## src/rtl/booth_mac_acc.sv

```systemverilog
// Dot-product accumulator behind the 3-stage radix-4 Booth multiplier.
// Tags multiplier issue slots, accumulates with saturation, and queues results behind a credit check.

`timescale 1ns/1ps

module booth_mac_acc #(
   parameter int unsigned MUL_LAT   = 3,
   parameter int unsigned ACC_W     = 24,
   parameter int unsigned OUT_DEPTH = 2
) (
   input  logic             clk_i,
   input  logic             rst_i,
   input  logic             in_valid_i,
   input  logic             in_last_i,
   output logic             in_ready_o,
   input  logic [15:0]      prod_i,
   output logic             res_valid_o,
   input  logic             res_ready_i,
   output logic [ACC_W-1:0] res_data_o,
   output logic             res_ovf_o
);

   // One tag stage per multiplier register plus the operand-sampling edge, so the tap lines up with prod_i.
   localparam int unsigned TAG_N = MUL_LAT + 1;
   localparam int unsigned SUM_W = ACC_W + 1;
   localparam int unsigned CNT_W = $clog2(OUT_DEPTH + TAG_N + 1);
   localparam int unsigned PTR_W = (OUT_DEPTH > 1) ? $clog2(OUT_DEPTH) : 1;

   localparam logic [ACC_W-1:0] ACC_MAX = {1'b0, {(ACC_W-1){1'b1}}};
   localparam logic [ACC_W-1:0] ACC_MIN = {1'b1, {(ACC_W-1){1'b0}}};

   logic [TAG_N-1:0]        tag_v_q, tag_v_d;
   logic [TAG_N-1:0]        tag_l_q, tag_l_d;
   logic [ACC_W-1:0]        acc_q, acc_d;
   logic                    first_q, first_d;
   logic                    ovf_q, ovf_d;
   logic [CNT_W-1:0]        cnt_q, cnt_d;
   logic [PTR_W-1:0]        rd_ptr_q, rd_ptr_d;
   logic [PTR_W-1:0]        wr_ptr_q, wr_ptr_d;
   logic                    in_ready_q, in_ready_d;

   logic [ACC_W-1:0]        fifo_data_q [OUT_DEPTH];
   logic                    fifo_ovf_q  [OUT_DEPTH];

   logic                    accept;
   logic                    tap_v;
   logic                    tap_l;
   logic                    push;
   logic                    pop;
   logic                    fifo_nonempty;
   logic [ACC_W-1:0]        base;
   logic signed [SUM_W-1:0] sum_w;
   logic                    beat_ovf;
   logic [ACC_W-1:0]        sat_sum;
   logic                    push_ovf;
   logic [CNT_W-1:0]        pend_d;

   function automatic logic [PTR_W-1:0] ptr_inc(input logic [PTR_W-1:0] p);
      return (p == PTR_W'(OUT_DEPTH - 1)) ? '0 : p + PTR_W'(1);
   endfunction

   assign accept        = in_valid_i & in_ready_q;
   assign tap_v         = tag_v_q[TAG_N-1];
   assign tap_l         = tag_l_q[TAG_N-1];
   assign fifo_nonempty = (cnt_q != '0);
   assign push          = tap_v & tap_l;
   assign pop           = fifo_nonempty & res_ready_i;

   // Saturating add; a first beat starts from zero so the previous dot product never leaks in.
   always_comb begin
      base     = first_q ? '0 : acc_q;
      sum_w    = SUM_W'($signed(base)) + SUM_W'($signed(prod_i));
      beat_ovf = sum_w[SUM_W-1] ^ sum_w[SUM_W-2];
      sat_sum  = sum_w[ACC_W-1:0];
      if (beat_ovf) begin
         sat_sum = sum_w[SUM_W-1] ? ACC_MIN : ACC_MAX;
      end
      push_ovf = ovf_q | beat_ovf;
   end

   // Next-state for tags, accumulator, FIFO pointers and the issue credit.
   always_comb begin
      tag_v_d    = {tag_v_q[TAG_N-2:0], accept};
      tag_l_d    = {tag_l_q[TAG_N-2:0], in_last_i};
      acc_d      = acc_q;
      first_d    = first_q;
      ovf_d      = ovf_q;
      cnt_d      = cnt_q + CNT_W'(push) - CNT_W'(pop);
      rd_ptr_d   = rd_ptr_q;
      wr_ptr_d   = wr_ptr_q;
      pend_d     = '0;
      in_ready_d = 1'b0;

      if (tap_v) begin
         if (tap_l) begin
            acc_d   = '0;
            first_d = 1'b1;
            ovf_d   = 1'b0;
         end else begin
            acc_d   = sat_sum;
            first_d = 1'b0;
            ovf_d   = push_ovf;
         end
      end

      if (push) begin
         wr_ptr_d = ptr_inc(wr_ptr_q);
      end
      if (pop) begin
         rd_ptr_d = ptr_inc(rd_ptr_q);
      end

      // Every in-flight last beat reserves a FIFO slot before it is allowed in.
      for (int unsigned i = 0; i < TAG_N; i++) begin
         pend_d = pend_d + CNT_W'(tag_v_d[i] & tag_l_d[i]);
      end
      in_ready_d = (cnt_d + pend_d) < CNT_W'(OUT_DEPTH);
   end

   always_ff @(posedge clk_i or posedge rst_i) begin
      if (rst_i) begin
         tag_v_q    <= '0;
         tag_l_q    <= '0;
         acc_q      <= '0;
         first_q    <= 1'b1;
         ovf_q      <= 1'b0;
         cnt_q      <= '0;
         rd_ptr_q   <= '0;
         wr_ptr_q   <= '0;
         in_ready_q <= 1'b1;
      end else begin
         tag_v_q    <= tag_v_d;
         tag_l_q    <= tag_l_d;
         acc_q      <= acc_d;
         first_q    <= first_d;
         ovf_q      <= ovf_d;
         cnt_q      <= cnt_d;
         rd_ptr_q   <= rd_ptr_d;
         wr_ptr_q   <= wr_ptr_d;
         in_ready_q <= in_ready_d;
      end
   end

   // Payload storage needs no reset: emptiness is tracked by cnt_q alone.
   always_ff @(posedge clk_i) begin
      if (push) begin
         fifo_data_q[wr_ptr_q] <= sat_sum;
         fifo_ovf_q[wr_ptr_q]  <= push_ovf;
      end
   end

   assign in_ready_o  = in_ready_q;
   assign res_valid_o = fifo_nonempty;
   assign res_data_o  = fifo_nonempty ? fifo_data_q[rd_ptr_q] : '0;
   assign res_ovf_o   = fifo_nonempty ? fifo_ovf_q[rd_ptr_q] : 1'b0;

   push_never_full_a : assert property (@(posedge clk_i) disable iff (rst_i)
      !(push && (cnt_q == CNT_W'(OUT_DEPTH))));

endmodule

```

## config.mk

```make
export PLATFORM = sky130hd
export DESIGN_NAME = booth_mac_acc
export DESIGN_NICKNAME = d
export VERILOG_FILES = /design/src/rtl/booth_mac_acc.sv
export SDC_FILE = /design/constraint.sdc
export NUM_CORES = 1
export LEC_CHECK = 0
export ABC_AREA = 1
export CAP_MARGIN = 20
export CORE_MARGIN = 2
export CORE_UTILIZATION = 55
export DETAILED_ROUTE_END_ITERATION = 10
export PLACE_DENSITY = 0.8
export SYNTH_ARGS = -nofsm -noshare
export SYNTH_HDL_FRONTEND = slang
export SYNTH_SLANG_ARGS = --single-unit
```

## constraint.sdc

```tcl
create_clock -name clk_i -period 6.91 [get_ports clk_i]
set_input_delay 1.382 -clock clk_i [delete_from_list [all_inputs] [get_ports clk_i]]
set_output_delay 1.382 -clock clk_i [all_outputs]
set_load 0.005 [all_outputs]
```

==> load_flow_metrics.sql, run 1 <==
INSERT INTO impl_metrics (metric_group, metric, value, unit) VALUES
('cells_and_area', 'layout_commonest_cell', 'sky130_fd_sc_hd__nand2_1', ''),
('synth', 'synth_async_reset_ratio', '44.4', '%'),
('synth', 'synth.lib_cells_used.distinct', '38', ''),
('floorplan', 'floorplan.initialDensity', '56.0', '%'),
('cells_and_area', 'final_core_util', '63.4', '%'),
('timing', 'min_period_over_period', '63.9', '%'),
('status', 'outcome', 'finished, final reports clean', ''),
('clock_network', 'tritoncts', 'yes', ''),
('timing', 'hold_violations', '0', ''),
('clock_network', 'post_cts.repair.setup_buffers', '0', ''),
('worst_setup_path', 'cp-startpoint', 'rd_ptr_q', ''),
('cells_and_area', 'area_of_the_multi_input_gates', '2660', 'um^2'),
('worst_hold_path', 'min_from', 'tag_v_q[1]', ''),
('synth', 'postSynthNetCount', '787', ''),
('place', 'routabilityCongestion', '0.941', ''),
('cells_and_area', 'nFillCells', '904', ''),
('detailed_routing', 'drt-wirelength-per-cell', '14.0', 'um'),
('worst_setup_path', 'crit_fanout', '26', ''),
('cells_and_area', 'mostFrequentLayoutCells', '274 x sky130_fd_sc_hd__nand2_1, 110 x sky130_fd_sc_hd__inv_1, 50 x sky130_fd_sc_hd__edfxtp_1', ''),
('detailed_routing', 'detailedRoute.firstPassIterationCount', '5', ''),
('floorplan', 'floorplan.die_area', '11200', 'um^2'),
('clock_network', 'cts-htree-levels', '3', ''),
('clock_network', 'cts-root-buf', 'sky130_fd_sc_hd__clkbuf_8', ''),
('global_routing', 'largest_net_degree_at_the_start_of_global_routing', '41', ''),
('synth', 'post_synth_instance_area', '5710', 'um^2'),
('worst_setup_path', 'critical_path.top_delay_family', 'buffers and inverters', ''),
('synth', 'postSynthAreaPerCell', '7.76', 'um^2'),
('worst_setup_path', 'worstSetupStartpointType', 'register', ''),
('worst_setup_path', 'worstPathRequired', '5.53', 'ns'),
('cells_and_area', 'drive_above_1_share', '8.92', '%'),
('synth', 'dominantRegCellSynth', 'sky130_fd_sc_hd__edfxtp_1', ''),
('cells_and_area', 'nNetsFinal', '832', ''),
('synth', 'synth_cells', '735', ''),
('floorplan', 'fp.dieW', '106', 'um'),
('timing', 'timing_worst_slew_pin_value', '0.835', 'ns'),
('power', 'power.leakage', '3.32', 'nW'),
('global_routing', 'via_count_of_the_first_global_routing_pass', '4581', ''),
('timing', 'fin_tns_setup', '0', 'ns'),
('worst_setup_path', 'cp_common_cell', 'sky130_fd_sc_hd__nand2_1', ''),
('place', 'port-buffer-count', '47', ''),
('detailed_routing', 'detail-route-antenna-nets', '0', ''),
('detailed_routing', 'routed_wl', '12900', 'um'),
('timing', 'unrepaired_setup_endpoints_after_global_routing', 'false', ''),
('timing', 'maxSlewViolCount', '0', ''),
('timing', 'fin_crit', '4.41', 'ns'),
('global_routing', 'grt.total_usage', '24.6', '%'),
('worst_setup_path', 'cp_cell_sequence', 'clkinv_1, nand2_1, nand2_1, nand2_1, inv_1, clkdlybuf4s50_1', ''),
('synth', 'number_of_storage_elements_in_the_synthesis_netlist', '90', ''),
('cells_and_area', 'sequential_cell_area', '2500', 'um^2'),
('detailed_routing', 'detailedRoute.firstIterationViolations', '329', ''),
('timing', 'clock_skew', '0.00882', 'ns'),
('cells_and_area', 'area_growth', '13.1', '%'),
('clock_network', 'numClockSinks', '90', ''),
('detailed_routing', 'drt-vias-per-instance', '5.08', ''),
('floorplan', 'die_h', '106', 'um'),
('global_routing', 'antenna_found_initial', '0', ''),
('place', 'place_hpwl', '9950', 'um'),
('job', 'cap_violations', '0', ''),
('timing', 'maximum_clock_frequency', '0.227', 'GHz'),
('floorplan', 'boundary_pin_count', '48', ''),
('global_routing', 'global_route_wire_length_before_repair', '21900', 'um'),
('worst_setup_path', 'critical_path_arrival', '3.03', 'ns'),
('worst_hold_path', 'timing.hold.worst.class', 'register to register', ''),
('floorplan', 'core-area', '10200', 'um^2'),
('clock_network', 'clkSlewWorstSetupHoldPaths', '0.09', 'ns'),
('global_routing', 'grt_overflow_total', '0', ''),
('floorplan', 'rows', '37', ''),
('worst_setup_path', 'critical_path_buf_inv_count', '3', ''),
('clock_network', 'post_cts_resize_count', '0', ''),
('clock_network', 'clock_path_buffers', '2', ''),
('timing', 'hold-worst-slack', '0.380', 'ns');
where the power goes:
part	leakage, nW	switching (mW)	total [mW]	internal, mW
logic	2.27	1.01	1.60	0.599
clock network	0.101	0.180	0.332	0.152
registers	0.955	0.0902	0.878	0.788
area by class of cell:
type	instances	area share [%]
flip-flops and latches	90	38.8
well taps	136	2.64
multi-input cells	513	41.2
repair buffers	51	7.75
inverters	115	6.69
clock inverters	5	0.543
clock buffers	11	2.35
worst reg2reg max path, cell delays in order, from the launching register on:
cell,delay [ns]
sky130_fd_sc_hd__dfrtp_1,0.41
sky130_fd_sc_hd__or2_2,0.31
sky130_fd_sc_hd__nor2_1,0.10
sky130_fd_sc_hd__clkinv_1,0.60
sky130_fd_sc_hd__nand2_1,0.33
sky130_fd_sc_hd__inv_1,0.08
sky130_fd_sc_hd__ha_1,0.27
sky130_fd_sc_hd__inv_1,0.04
sky130_fd_sc_hd__ha_1,0.30
sky130_fd_sc_hd__fa_1,0.49
sky130_fd_sc_hd__ha_1,0.30
sky130_fd_sc_hd__a31o_2,0.25
sky130_fd_sc_hd__fa_1,0.38
sky130_fd_sc_hd__or2_2,0.30
sky130_fd_sc_hd__a21oi_1,0.13
cell families (layout without fill, tap and decap cells):
kind of cell,Yosys count,in the layout,synth area share [%]
adders and majority gates,31,31,7.32
AOI/OAI and AO/OA,61,61,6.23
and+or+nand+nor,403,403,30.2
xor gates and xnor gates,18,18,2.76
buffers and inverters,132,182,9.56
DFF,90,90,43.9
flip-flops by register name, indices dropped and copies added, names as in the netlist, 2 cells and up:
name / count
fifo_ovf_q: 2
tag_l_q: 4
fifo_data_q: 48
cnt_q: 3
tag_v_q: 4
acc_q: 24
cell usage after synthesis, types with 3 or more instances:
library cell | n | area (um^2)
sky130_fd_sc_hd__a21oi_1 | 25 | 125
sky130_fd_sc_hd__buf_2 | 3 | 15.0
sky130_fd_sc_hd__clkbuf_1 | 10 | 37.5
sky130_fd_sc_hd__clkinv_1 | 3 | 11.3
sky130_fd_sc_hd__dfrtp_1 | 38 | 951
sky130_fd_sc_hd__edfxtp_1 | 50 | 1500
sky130_fd_sc_hd__fa_1 | 4 | 80.1
sky130_fd_sc_hd__ha_1 | 27 | 338
sky130_fd_sc_hd__inv_1 | 110 | 413
sky130_fd_sc_hd__nand2_1 | 274 | 1030
sky130_fd_sc_hd__nand2_2 | 22 | 138
sky130_fd_sc_hd__nand2_4 | 6 | 67.6
sky130_fd_sc_hd__nand3_1 | 21 | 105
sky130_fd_sc_hd__nand4_1 | 9 | 56.3
sky130_fd_sc_hd__nor2_1 | 51 | 191
sky130_fd_sc_hd__nor2_2 | 5 | 31.3
sky130_fd_sc_hd__nor3_1 | 6 | 30.0
sky130_fd_sc_hd__o21ai_0 | 13 | 65.1
sky130_fd_sc_hd__o21ai_1 | 5 | 25.0
sky130_fd_sc_hd__o21ai_2 | 4 | 35.0
sky130_fd_sc_hd__o21bai_1 | 8 | 60.1
sky130_fd_sc_hd__xnor2_1 | 7 | 61.3
sky130_fd_sc_hd__xor2_1 | 11 | 96.3
worst paths after layout:
| check | to | slack (ns) | cells past startpoint |
|---|---|---|---|
| min reg2reg | tag_v_q[2] | 0.38 | 0 |
| max in group asynchronous | first_q | 5.09 | 3 |
| max | res_data_o[8] | 2.50 | 6 |
| max reg2reg | in_ready_o | 2.58 | 14 |
| min | tag_v_q[2] | 0.38 | 0 |
| min in group asynchronous | acc_q[23] | 1.45 | 3 |
per-stage QoR:
step	area [um^2]	setup WS [ns]	power (mW)	instances
2_1_floorplan	5710	2.97	2.00	735
3_3_place_gp	6270	2.49	2.41	905
3_5_place_dp	6270	2.42	2.47	905
4_1_cts	6450	2.47	2.80	921
5_1_grt	6450	2.20	3.04	921
6_report	6450	2.50	2.81	921
routing by layer:
layer | global-route usage (%) | up-vias | wire, um
met1 | 35.4 | 2164 | 6050
li1 | - | 2373 | -
met3 | 3.03 | 13 | 638
met5 | 0 | - | 0
met2 | 39.7 | 133 | 6050
met4 | 6.30 | 0 | 149
Note: power is estimated with default switching activity, not from simulation.
==> run 2, diff against run 1 <==
clock period = 4.1 ns   (was 6.91 ns; I/O delays follow)
==> run 2 against run 1 <==
Clock power is 81% higher. Sequential share of layout area is 0.24 points lower. Final area is 0.62% higher. Utilization is 0.39 points higher. Via count is 0.23% higher. Die area stayed put. Combinational power is 72% higher. Cell count is 0.43% higher. Routed wire length hardly changed. Non-clock buffer count is 4 higher. Largest power group unchanged.
==> load_flow_metrics.sql, run 2 (synthesis results as in run 1) <==
INSERT INTO impl_metrics (metric_group, metric, value, unit) VALUES
('detailed_routing', 'drt-vias-per-instance', '5.07', ''),
('clock_network', 'tritoncts', 'yes', ''),
('worst_hold_path', 'timing.hold.worst.class', 'register to register', ''),
('timing', 'fin_tns_setup', '0', 'ns'),
('floorplan', 'floorplan.initialDensity', '56.0', '%'),
('clock_network', 'ctsHoldBuffers', '0', ''),
('floorplan', 'floorplan.die_area', '11200', 'um^2'),
('power', 'power.density', '736', 'nW/um^2'),
('detailed_routing', 'detailedRoute.firstIterationViolations', '408', ''),
('floorplan', 'boundary_pin_count', '48', ''),
('timing', 'timing_worst_slew_pin_value', '0.737', 'ns'),
('worst_setup_path', 'crit_fanout', '3', ''),
('status', 'outcome', 'finished, final reports clean', ''),
('cells_and_area', 'mostFrequentLayoutCells', '274 x sky130_fd_sc_hd__nand2_1, 110 x sky130_fd_sc_hd__inv_1, 50 x sky130_fd_sc_hd__edfxtp_1', ''),
('timing', 'maximum_clock_frequency', '0.279', 'GHz'),
('power', 'power_frac_comb', '57.5', '%'),
('clock_network', 'numClockSinks', '90', ''),
('clock_network', 'clkSlewWorstSetupHoldPaths', '0.08', 'ns'),
('clock_network', 'cts-htree-levels', '3', ''),
('power', 'clock_power_share', '12.5', '%'),
('clock_network', 'post_cts.repair.setup_buffers', '0', ''),
('cells_and_area', 'post-route-cell-area', '6490', 'um^2'),
('power', 'power.share.switching', '44.5', '%'),
('detailed_routing', 'detail-route-antenna-nets', '0', ''),
('power', 'power.leakage', '3.34', 'nW'),
('cells_and_area', 'top_regs', 'fifo_data_q x48, acc_q x24', ''),
('detailed_routing', 'drt-wirelength-per-cell', '13.9', 'um'),
('clock_network', 'clock_buffers_created_by_tritoncts', '9', ''),
('cells_and_area', 'drive_above_1_share', '9.00', '%'),
('timing', 'clock_skew', '0.0101', 'ns'),
('power', 'max-vdd-ir-drop', '417', 'uV'),
('clock_network', 'clock_path_buffers', '2', ''),
('detailed_routing', 'post_route_drc_violation_count', '0', ''),
('place', 'port-buffer-count', '47', ''),
('clock_network', 'post_cts_resize_count', '0', ''),
('cells_and_area', 'final_cell_count_no_fill', '925', ''),
('floorplan', 'rows', '37', ''),
('place', 'routabilityCongestion', '0.963', ''),
('timing', 'finalWorstSetupSlack', '0.510', 'ns'),
('timing', 'hold-worst-slack', '0.381', 'ns'),
('clock_network', 'clk_latency', '0.36', 'ns'),
('timing', 'unrepaired_setup_endpoints_after_global_routing', 'false', ''),
('place', 'pre_cts_slack', '0.168', 'ns'),
('timing', 'fin_crit', '3.59', 'ns'),
('timing', 'setup_viol', '0', ''),
('place', 'place_hpwl', '9770', 'um'),
('place', 'placed_area', '6300', 'um^2'),
('cells_and_area', 'largest_register_ff_count', '48', ''),
('worst_setup_path', 'critical_path_arrival', '3.88', 'ns'),
('worst_setup_path', 'critical_path.endpoint_type', 'register', ''),
('cells_and_area', 'final_core_util', '63.8', '%'),
('timing', 'min_period_over_period', '87.6', '%'),
('cells_and_area', 'nNetsFinal', '836', ''),
('detailed_routing', 'detailedRoute.firstPassIterationCount', '5', ''),
('timing', 'maxSlewViolCount', '0', ''),
('global_routing', 'global_route_wire_length_before_repair', '21300', 'um'),
('worst_setup_path', 'worstSetupStartpointType', 'register', ''),
('global_routing', 'via_count_of_the_first_global_routing_pass', '4438', ''),
('power', 'power.net_switching', '2.13', 'mW'),
('cells_and_area', 'insertedDiodeCount', '0', ''),
('worst_setup_path', 'worstPathRequired', '4.39', 'ns'),
('global_routing', 'grt_overflow_total', '0', ''),
('global_routing', 'largest_net_degree_at_the_start_of_global_routing', '28', ''),
('global_routing', 'antenna_found_initial', '0', ''),
('timing', 'hold_violations', '0', ''),
('power', 'cell_internal_pwr', '2.65', 'mW'),
('timing', 'maxSlewHeadroom', '50.6', '%'),
('cells_and_area', 'area_growth', '13.8', '%'),
('worst_setup_path', 'startpoint_to_endpoint_class_of_the_critical_path', 'register to register', ''),
('cells_and_area', 'layout_commonest_cell', 'sky130_fd_sc_hd__nand2_1', ''),
('floorplan', 'die_h', '106', 'um'),
('power', 'seq_power_share', '29.9', '%'),
('clock_network', 'cts-root-buf', 'sky130_fd_sc_hd__clkbuf_8', ''),
('detailed_routing', 'dr_total_vias', '4694', ''),
('floorplan', 'core-area', '10200', 'um^2'),
('detailed_routing', 'routed_wl', '12900', 'um'),
('cells_and_area', 'max_flop_register', 'fifo_data_q', ''),
('job', 'cap_violations', '0', ''),
('power', 'totalPowerFinal', '4.78', 'mW'),
('floorplan', 'fp.dieW', '106', 'um'),
('global_routing', 'grt.total_usage', '24.3', '%'),
('place', 'dp.cells', '909', '');
[run 2: power groups by stage]
stage	Clock, mW	Combinational [mW]	Sequential (mW)
after floorplan	0	1.98	1.40
after global placement	0	2.64	1.44
after detailed placement	0	2.73	1.44
after CTS	0.601	2.74	1.43
after global routing	0.641	3.08	1.45
final	0.600	2.75	1.43
[run 2: area by class of cell]
cell class / instances / area, um^2
timing repair buffer: 55 / 531
tap: 136 / 170
clock buffer: 12 / 145
clock inverter: 4 / 51.3
sequential: 90 / 2500
multi-input combinational: 513 / 2660
fill: 878 / 3690
inverter: 115 / 432
[run 2: final timing paths]
check / from / end / slack [ns] / cells after the start
max in group asynchronous: rst_i / first_q / 2.53 / 3
min reg2reg: tag_l_q[1] / tag_l_q[2] / 0.38 / 0
max reg2reg: cnt_q[1] / in_ready_o / 0.51 / 14
min: tag_l_q[1] / tag_l_q[2] / 0.38 / 0
max: cnt_q[1] / in_ready_o / 0.51 / 14
min in group asynchronous: rst_i / tag_v_q[1] / 0.78 / 2
[run 2: worst max-delay path, cell delays in order, from the launching register on]
cell                       delay [ns]
sky130_fd_sc_hd__dfrtp_1         0.40
sky130_fd_sc_hd__or2_2           0.31
sky130_fd_sc_hd__nor2_1          0.10
sky130_fd_sc_hd__clkinv_1        0.08
sky130_fd_sc_hd__nand2_1         0.09
sky130_fd_sc_hd__inv_1           0.05
sky130_fd_sc_hd__ha_1            0.26
sky130_fd_sc_hd__inv_1           0.04
sky130_fd_sc_hd__ha_1            0.31
sky130_fd_sc_hd__fa_1            0.49
sky130_fd_sc_hd__ha_1            0.30
sky130_fd_sc_hd__a31o_2          0.25
sky130_fd_sc_hd__fa_1            0.38
sky130_fd_sc_hd__or2_2           0.31
sky130_fd_sc_hd__a21oi_1         0.14
[run 2: layer usage]
layer / up-vias / routed length [um] / track usage, %
met4: 0 / 231 / 6.86
met3: 17 / 725 / 3.83
met1: 2171 / 6030 / 34.5
li1: 2384 / - / -
met2: 122 / 5890 / 38.9
met5: - / 0 / 0
